### src/rtl/writeback_regfile_if.sv
// Writeback/regfile bus: MEM/WB writeback inputs, decode read ports,
// debug read port and status outputs. slave = regfile, master = driver.
interface writeback_regfile_if;
  logic        RegWriteW;
  logic        MemtoRegW;
  logic [31:0] ReadDataW;
  logic [31:0] ALUOutW;
  logic [4:0]  WriteRegW;
  logic [4:0]  A1;
  logic [4:0]  A2;
  logic [31:0] RD1;
  logic [31:0] RD2;
  logic [31:0] ResultW;
  logic [4:0]  DbgAddr;
  logic [31:0] DbgData;
  logic [31:0] WbCount;
  logic        ZeroWriteErr;

  modport slave (
    input  RegWriteW, MemtoRegW, ReadDataW, ALUOutW,
    input  WriteRegW, A1, A2, DbgAddr,
    output RD1, RD2, ResultW, DbgData,
    output WbCount, ZeroWriteErr
  );

  modport master (
    output RegWriteW, MemtoRegW, ReadDataW, ALUOutW,
    output WriteRegW, A1, A2, DbgAddr,
    input  RD1, RD2, ResultW, DbgData,
    input  WbCount, ZeroWriteErr
  );
endinterface

### src/rtl/writeback_regfile.sv
// Writeback result mux + 31x32 register file with write-before-read
// bypass, debug read port, commit counter and sticky r0-write flag.
// Ports: CLK, RST_N (async active-low), wb (writeback_regfile_if.slave).
module writeback_regfile (
  input  logic               CLK,
  input  logic               RST_N,
  writeback_regfile_if.slave wb
);

  logic [31:0] rf [1:31];
  logic [31:0] result;
  logic        commit;
  logic        zero_wr;
  logic [31:0] cnt_q;
  logic        zerr_q;
  logic [31:0] rd1;
  logic [31:0] rd2;
  logic [31:0] dbg;

  assign result  = wb.MemtoRegW ? wb.ReadDataW : wb.ALUOutW;
  assign commit  = wb.RegWriteW && (wb.WriteRegW != 5'd0);
  assign zero_wr = wb.RegWriteW && (wb.WriteRegW == 5'd0);

  always_ff @(posedge CLK or negedge RST_N) begin
    if (!RST_N) begin
      for (int i = 1; i < 32; i++) begin
        rf[i] <= '0;
      end
    end else if (commit) begin
      rf[wb.WriteRegW] <= result;
    end
  end

  always_ff @(posedge CLK or negedge RST_N) begin
    if (!RST_N) begin
      cnt_q  <= '0;
      zerr_q <= 1'b0;
    end else begin
      if (commit) begin
        cnt_q <= cnt_q + 32'd1;
      end
      if (zero_wr) begin
        zerr_q <= 1'b1;
      end
    end
  end

  // Bypass is not gated by reset: the forwarding path stays live.
  always_comb begin
    rd1 = '0;
    unique case (1'b1)
      (wb.A1 == 5'd0):
        rd1 = '0;
      (commit && (wb.A1 == wb.WriteRegW)):
        rd1 = result;
      default:
        rd1 = rf[wb.A1];
    endcase
  end

  always_comb begin
    rd2 = '0;
    unique case (1'b1)
      (wb.A2 == 5'd0):
        rd2 = '0;
      (commit && (wb.A2 == wb.WriteRegW)):
        rd2 = result;
      default:
        rd2 = rf[wb.A2];
    endcase
  end

  always_comb begin
    dbg = '0;
    if (wb.DbgAddr != 5'd0) begin
      dbg = rf[wb.DbgAddr];
    end
  end

  assign wb.ResultW      = result;
  assign wb.RD1          = rd1;
  assign wb.RD2          = rd2;
  assign wb.DbgData      = dbg;
  assign wb.WbCount      = cnt_q;
  assign wb.ZeroWriteErr = zerr_q;

endmodule

### src/flat_wrapper.sv
// flat-port wrapper written by rule: the top's interface ports become plain ports
module writeback_regfile_flat 
  (CLK, RST_N, wb_RegWriteW, wb_MemtoRegW, wb_ReadDataW, wb_ALUOutW, wb_WriteRegW, wb_A1, wb_A2, wb_DbgAddr, wb_RD1, wb_RD2, wb_ResultW, wb_DbgData, wb_WbCount, wb_ZeroWriteErr);
  writeback_regfile_if wb_i ();
  input  logic CLK;
  input  logic RST_N;
  input wire logic [$bits(wb_i.RegWriteW)-1:0] wb_RegWriteW;
  input wire logic [$bits(wb_i.MemtoRegW)-1:0] wb_MemtoRegW;
  input wire logic [$bits(wb_i.ReadDataW)-1:0] wb_ReadDataW;
  input wire logic [$bits(wb_i.ALUOutW)-1:0] wb_ALUOutW;
  input wire logic [$bits(wb_i.WriteRegW)-1:0] wb_WriteRegW;
  input wire logic [$bits(wb_i.A1)-1:0] wb_A1;
  input wire logic [$bits(wb_i.A2)-1:0] wb_A2;
  input wire logic [$bits(wb_i.DbgAddr)-1:0] wb_DbgAddr;
  output wire logic [$bits(wb_i.RD1)-1:0] wb_RD1;
  output wire logic [$bits(wb_i.RD2)-1:0] wb_RD2;
  output wire logic [$bits(wb_i.ResultW)-1:0] wb_ResultW;
  output wire logic [$bits(wb_i.DbgData)-1:0] wb_DbgData;
  output wire logic [$bits(wb_i.WbCount)-1:0] wb_WbCount;
  output wire logic [$bits(wb_i.ZeroWriteErr)-1:0] wb_ZeroWriteErr;
  assign wb_i.RegWriteW = wb_RegWriteW;
  assign wb_i.MemtoRegW = wb_MemtoRegW;
  assign wb_i.ReadDataW = wb_ReadDataW;
  assign wb_i.ALUOutW = wb_ALUOutW;
  assign wb_i.WriteRegW = wb_WriteRegW;
  assign wb_i.A1 = wb_A1;
  assign wb_i.A2 = wb_A2;
  assign wb_i.DbgAddr = wb_DbgAddr;
  assign wb_RD1 = wb_i.RD1;
  assign wb_RD2 = wb_i.RD2;
  assign wb_ResultW = wb_i.ResultW;
  assign wb_DbgData = wb_i.DbgData;
  assign wb_WbCount = wb_i.WbCount;
  assign wb_ZeroWriteErr = wb_i.ZeroWriteErr;
  writeback_regfile u_core (.CLK(CLK), .RST_N(RST_N), .wb(wb_i));
endmodule
### config.mk
export PLATFORM = sky130hd
export DESIGN_NAME = writeback_regfile_flat
export DESIGN_NICKNAME = d
export VERILOG_FILES = /design/src/rtl/writeback_regfile_if.sv /design/src/rtl/writeback_regfile.sv /design/src/flat_wrapper.sv
export SDC_FILE = /design/constraint.sdc
export NUM_CORES = 2
export LEC_CHECK = 0
export CORE_UTILIZATION = 45
export DETAILED_ROUTE_END_ITERATION = 10
export GPL_ROUTABILITY_DRIVEN = 0
export PLACE_DENSITY = 0.64
export SETUP_SLACK_MARGIN = 0.3
export SLEW_MARGIN = 20
export SYNTH_ARGS = -nofsm -noshare
export SYNTH_HDL_FRONTEND = slang
export SYNTH_SLANG_ARGS = --single-unit
### constraint.sdc
create_clock -name CLK -period 4.4 [get_ports CLK]
set_input_delay 0.66 -clock CLK [delete_from_list [all_inputs] [get_ports CLK]]
set_output_delay 0.66 -clock CLK [all_outputs]
set_load 0.01 [all_outputs]
[Word level (Yosys, flattened, before mapping)]
Cells that the tools add are included.
Word-level totals
  register bits: 1025
Operators by class
  muxes and demuxes: 16
  order comparisons: 5
  bitwise logic cells: 4
  equality and inequality tests: 2
  reduce and logical (&&, ||, !) cells: 10
  add/subtract/negate cells: 1
Operators with widths (count)
  $bwmux W992: 1
  $bmux W32 S5: 3
  $mux W32: 9
  $demux W32 S5: 1
  $pmux W32 S2: 2
  $add A32 B1 Y32 const B: 1
  $ge A6 B6 Y1 const B: 4
  $not A5 Y6: 4
  $logic_not A5 Y1: 3
  $eq A5 B5 Y1: 2
  $reduce_bool A5 Y1: 2
  $lt A6 B1 Y1 const B: 1
  $logic_and A1 B1 Y1: 5

[Logic depth before layout (Yosys ltp)]
  depth after elaboration: 6
  depth in mapped cells: 10
  mapped depth without buffers: 5

[Worst setup path before layout]
Ideal clock, no wire load.
  path kind: input -> output
  start point: in wb_A1[0]
  end point: out wb_RD1[0]
  arrival: 2.448 ns
  stages: 8
  path buffers: 3
  slack: 1.292 ns
  cells stage by stage: buf_2 -> buf_2 -> buf_2 -> mux4_2 -> a22oi_1 -> nand2_1 -> a22oi_1 -> nand2_1
Between the ends
  longest elaborated chain between the ends: 5
  elaborated cells between the ends (all ways): 8
  classes of those cells: eq/ne (1); mux (4); bitwise (1); reduce/logical (2)
RTL lines
  start, declared: RTL line flat_wrapper.sv:12  | input wire logic [$bits(wb_i.A1)-1:0] wb_A1;
  $not A5 Y6 (implied by the code): RTL line writeback_regfile.sv:57  | rd1 = rf[wb.A1];
  $bmux W32 S5: RTL line writeback_regfile.sv:57
  $mux W32 (implied by the code) (2 in series): RTL line writeback_regfile.sv:57
  $pmux W32 S2 (*): RTL line writeback_regfile.sv:51  | unique case (1'b1)
  end, declared: RTL line flat_wrapper.sv:15  | output wire logic [$bits(wb_i.RD1)-1:0] wb_RD1;
Mark *: on every way between the ends. The rest lies on a longest branch, timed or not. The select of a mux whose other input is x is not followed.

[Worst setup path in the final report]
  start point: in wb_WriteRegW[0]
  end point: out wb_RD1[28]
Between the ends
  longest elaborated chain between the ends: 4
  elaborated cells between the ends (all ways): 5
  classes of those cells: eq/ne (1); mux (1); reduce/logical (3)
RTL lines
  start, declared: RTL line flat_wrapper.sv:11  | input wire logic [$bits(wb_i.WriteRegW)-1:0] wb_WriteRegW;
  $reduce_bool A5 Y1: RTL line writeback_regfile.sv:21  | assign commit = wb.RegWriteW && (wb.WriteRegW != 5'd0);
  $logic_and A1 B1 Y1: RTL line writeback_regfile.sv:21
  $logic_and A1 B1 Y1 (*): RTL line writeback_regfile.sv:54  | (commit && (wb.A1 == wb.WriteRegW)):
  $pmux W32 S2 (*): RTL line writeback_regfile.sv:51
Mark *: on every way between the ends. The rest lies on a longest branch, timed or not.

==> results_tabular.tex <==
\begin{tabular}{lr}
\hline
Metric & Value \\
\hline
\multicolumn{2}{l}{\textbf{Clock tree}} \\
Number of buffers inserted during clock tree synthesis & 113 \\
Worst-Skew Late Latency & 0.74 ns \\
CTS clock-pin slew for the worst setup and hold paths & 0.06 ns \\
H-tree level count & 3 \\
Clock tree from TritonCTS & built \\
CTS max path bufs & 3 \\
Clock Sinks & 1025 \\
Clock Tree Root & sky130\_fd\_sc\_hd\_\_clkbuf\_16 \\
\multicolumn{2}{l}{\textbf{Detailed routing}} \\
Routed Antenna Nets & 0 \\
Total Routed Length & 234400 um \\
DRC violation count after routing & 0 \\
Initial DRT Pass Iterations & 6 \\
Via density per instance & 6.812 \\
Routed via count & 50740 \\
Mean routed wirelength per cell & 31.47 um \\
Count of routing violations after the opening detailed-route iteration & 6676 \\
\multicolumn{2}{l}{\textbf{STA}} \\
Hold Fails Final Rpt & 0 \\
Worst Clk Skew & 0.01824 ns \\
Final number of setup-violating endpoints & 0 \\
PnR worst setup slack & 0.2973 ns \\
Max-slew violations & 0 \\
Tightest Pin Transition & 1.201 ns \\
Setup Total Neg Slack & 0 ns \\
Maximum clock frequency & 243.7 MHz \\
Max\_slew headroom & 0.1991 \\
Crit share post-route & 0.9324 \\
Time the final worst path needs with I/O delays and setup & 4.103 ns \\
RSZ-0062 raised after global routing & no \\
\multicolumn{2}{l}{\textbf{Power}} \\
Sequential share of power & 0.412 \\
P\_int & 0.02262 W \\
Switching Fraction & 0.3199 \\
Reported leakage power & 29.16 nW \\
Power density over the cells & 468.0 nW/um2 \\
Worst VDD drop & 338.0 uV \\
Part of the power in the clock network & 0.310 \\
Logic gate share of total power & 0.277 \\
Switching power of the nets & 0.01064 W \\
\multicolumn{2}{l}{\textbf{Final layout}} \\
Commonest non-fill, non-tap cell in the layout & sky130\_fd\_sc\_hd\_\_dfrtp\_1 \\
Post-route cell area & 71090 um2 \\
Multi-input combinational cell area & 33260 um2 \\
Synthesis-to-layout area growth & 16.54\% \\
Most used cells in the layout excluding fill and tap cells & sky130\_fd\_sc\_hd\_\_dfrtp\_1, sky130\_fd\_sc\_hd\_\_mux4\_2, sky130\_fd\_sc\_hd\_\_a21oi\_1 \\
Number of fill cells in the layout & 11390 \\
Register Area & 25650 um2 \\
Fraction of final layout cells sized beyond drive strength 1 & 0.2526 \\
Non-Filler Instances & 7448 \\
Post-layout nets & 5671 \\
\multicolumn{2}{l}{\textbf{Yosys}} \\
Seq/Total Area, Yosys & 0.4205 \\
Prevailing post-synth register cell & sky130\_fd\_sc\_hd\_\_dfrtp\_1 \\
Post-synth ARST share & 1.000 \\
Post-synthesis instance area & 61000 um2 \\
Count of yosys warnings during synthesis & 0 \\
Mean instance size in the synthesized netlist & 11.06 um2 \\
\#FFs+latches synth & 1025 \\
Number of enable flip-flop cells after synthesis & 0 \\
Net count of the mapped netlist & 5605 \\
Count of different cell masters after synthesis & 55 \\
Cell count after synthesis & 5516 \\
\multicolumn{2}{l}{\textbf{Global route}} \\
First-pass GRT wire length & 344700 um \\
Overall global routing resource usage & 0.3436 \\
Via count of the first global-routing pass & 49710 \\
Pin count of the biggest net entering global routing & 157 \\
Residual overflow from global routing & 0 \\
Number of antenna violations at the first check in global routing & 9 \\
\multicolumn{2}{l}{\textbf{Setup path}} \\
Launch point of the worst reg-to-reg path & u\_core.wb.WbCount[2] \\
Category of the worst setup path capture point & output pin \\
Required time of the critical path & 3.74 ns \\
Critical Path AT & 3.44 ns \\
Critical Setup Path Class & in2out \\
FF-to-FF setup slack & 2.21 ns \\
Capture instance of the worst register-to-register path & u\_core.wb.WbCount[31] \\
Crit path launch type & input pin \\
R2R cell count & 5 \\
Critical-path maximum fanout & 8 \\
\multicolumn{2}{l}{\textbf{Floorplanning}} \\
Die height & 370.2 um \\
Die Area & 137000 um2 \\
Core footprint & 134000 um2 \\
Horizontal extent of the die & 370.2 um \\
Effective utilization at floorplan & 0.4554 \\
\# rows & 134 \\
Num ports & 249 \\
\multicolumn{2}{l}{\textbf{Run status}} \\
Run status & complete, no violations \\
\multicolumn{2}{l}{\textbf{Job}} \\
Total of max-cap violations & 0 \\
\multicolumn{2}{l}{\textbf{Placed design}} \\
DP Worst Slack & -0.04498 ns \\
Half-perimeter wire length after detailed placement & 143100 um \\
Cell area after placement & 66950 um2 \\
Number of input and output port buffers inserted & 248 \\
Number of placed instances, taps included & 7229 \\
\multicolumn{2}{l}{\textbf{Min path}} \\
HP Class & in2async \\
\hline
\end{tabular}
metal layers:
metal,wire length [um],track usage,vias up
li1,-,-,20750
met3,27050,0.09255,817
met5,54,0,-
met2,105000,0.5128,3428
met4,15460,0.2020,8
met1,86830,0.4507,25740
worst max-delay path, stage by stage:
cell and delay [ns]:
sky130_fd_sc_hd__clkdlybuf4s50_1 0.42, sky130_fd_sc_hd__or4_4 0.57, sky130_fd_sc_hd__o21a_2 0.31, sky130_fd_sc_hd__and3_4 0.27, sky130_fd_sc_hd__buf_4 0.23, sky130_fd_sc_hd__a22oi_1 0.33
sky130_fd_sc_hd__nand2_1 0.10, sky130_fd_sc_hd__clkdlybuf4s50_1 0.54
registers in the layout, indices dropped and copies added (netlist names):
| register | cells |
|---|---|
| u_core.wb.WbCount | 32 |
| u_core.rf | 992 |
| u_core.wb.ZeroWriteErr | 1 |
final cells by class:
cell class	count	area share
diodes	4	0.0001408
clock buffers	158	0.04641
clock inverters	51	0.01016
inverters	44	0.002323
multi-input cells	3851	0.4679
flip-flops and latches	1025	0.3608
well taps	1768	0.03112
repair buffers	547	0.08114
worst max-delay path by stage:
stage                               start    endpoint  slack, ns  cells past startpoint
after global placement    wb_WriteRegW[4]  wb_RD1[28]      -0.02                      8
final                     wb_WriteRegW[0]  wb_RD1[28]       0.30                      8
after floorplan                  wb_A1[0]   wb_RD1[0]       1.29                      8
after detailed placement  wb_WriteRegW[4]  wb_RD1[28]      -0.04                      8
after CTS                 wb_WriteRegW[0]  wb_RD1[28]       0.21                      8
after global routing      wb_WriteRegW[0]  wb_RD1[28]       0.30                      8
logic make-up after synthesis:
group / synth area share
adders and majority gates: 0.0002051
xor gates and xnor gates: 0.005887
buffers and inverters: 0.04336
DFF: 0.4205
and+or+nand+nor: 0.09068
AOI/OAI and AO/OA: 0.1447
muxes: 0.2947
cell usage after synthesis (all sizes together) (30+ instances only):
cell    count  area (um2)
o221ai     30       262.8
nor2      675        2534
clkbuf    438        1644
a221oi     42       367.9
buf       158       835.8
inv        44       165.2
mux2i     103        1031
a22o      111       972.2
a22oi     132       991.0
o211ai     30       225.2
nor3       44       240.2
dfrtp    1025       25650
nand3      37       185.2
mux4      680       15310
mux2      145        1633
nor2b      45       281.5
nand2     515        1933
a21oi     678        3393
o21ai     435        2177
repair_timing:
item                                   in CTS  in global routing
endpoints found under the hold margin      32                  0
pin swaps                                   2                  1
setup endpoints to repair                  67                 27
hold buffers                                1                  0
setup buffers                               1                  2
gates resized for setup                    47                  7
gates cloned                                1                  0
power groups by stage:
stage	combinational (W)	clock, W	sequential [W]
after floorplan	0.00638	0	0.0131
after global placement	0.00892	0	0.0136
after detailed placement	0.00911	0	0.0137
after CTS	0.00913	0.0104	0.0136
after global routing	0.00988	0.0107	0.0140
final	0.00922	0.0103	0.0137
per-stage QoR:
| stage | total power [W] | utilization | hold WS (ns) |
|---|---|---|---|
| floorplan | 0.01944 | - | 0.3644 |
| global placement | 0.02249 | 0.4998 | 0.4619 |
| detailed placement | 0.02285 | 0.4998 | 0.4783 |
| CTS | 0.03310 | 0.5301 | 0.4205 |
| global route | 0.03462 | 0.5306 | 0.4776 |
| finish | 0.03327 | 0.5307 | 0.4458 |
Power figures use the tool's default switching activity.
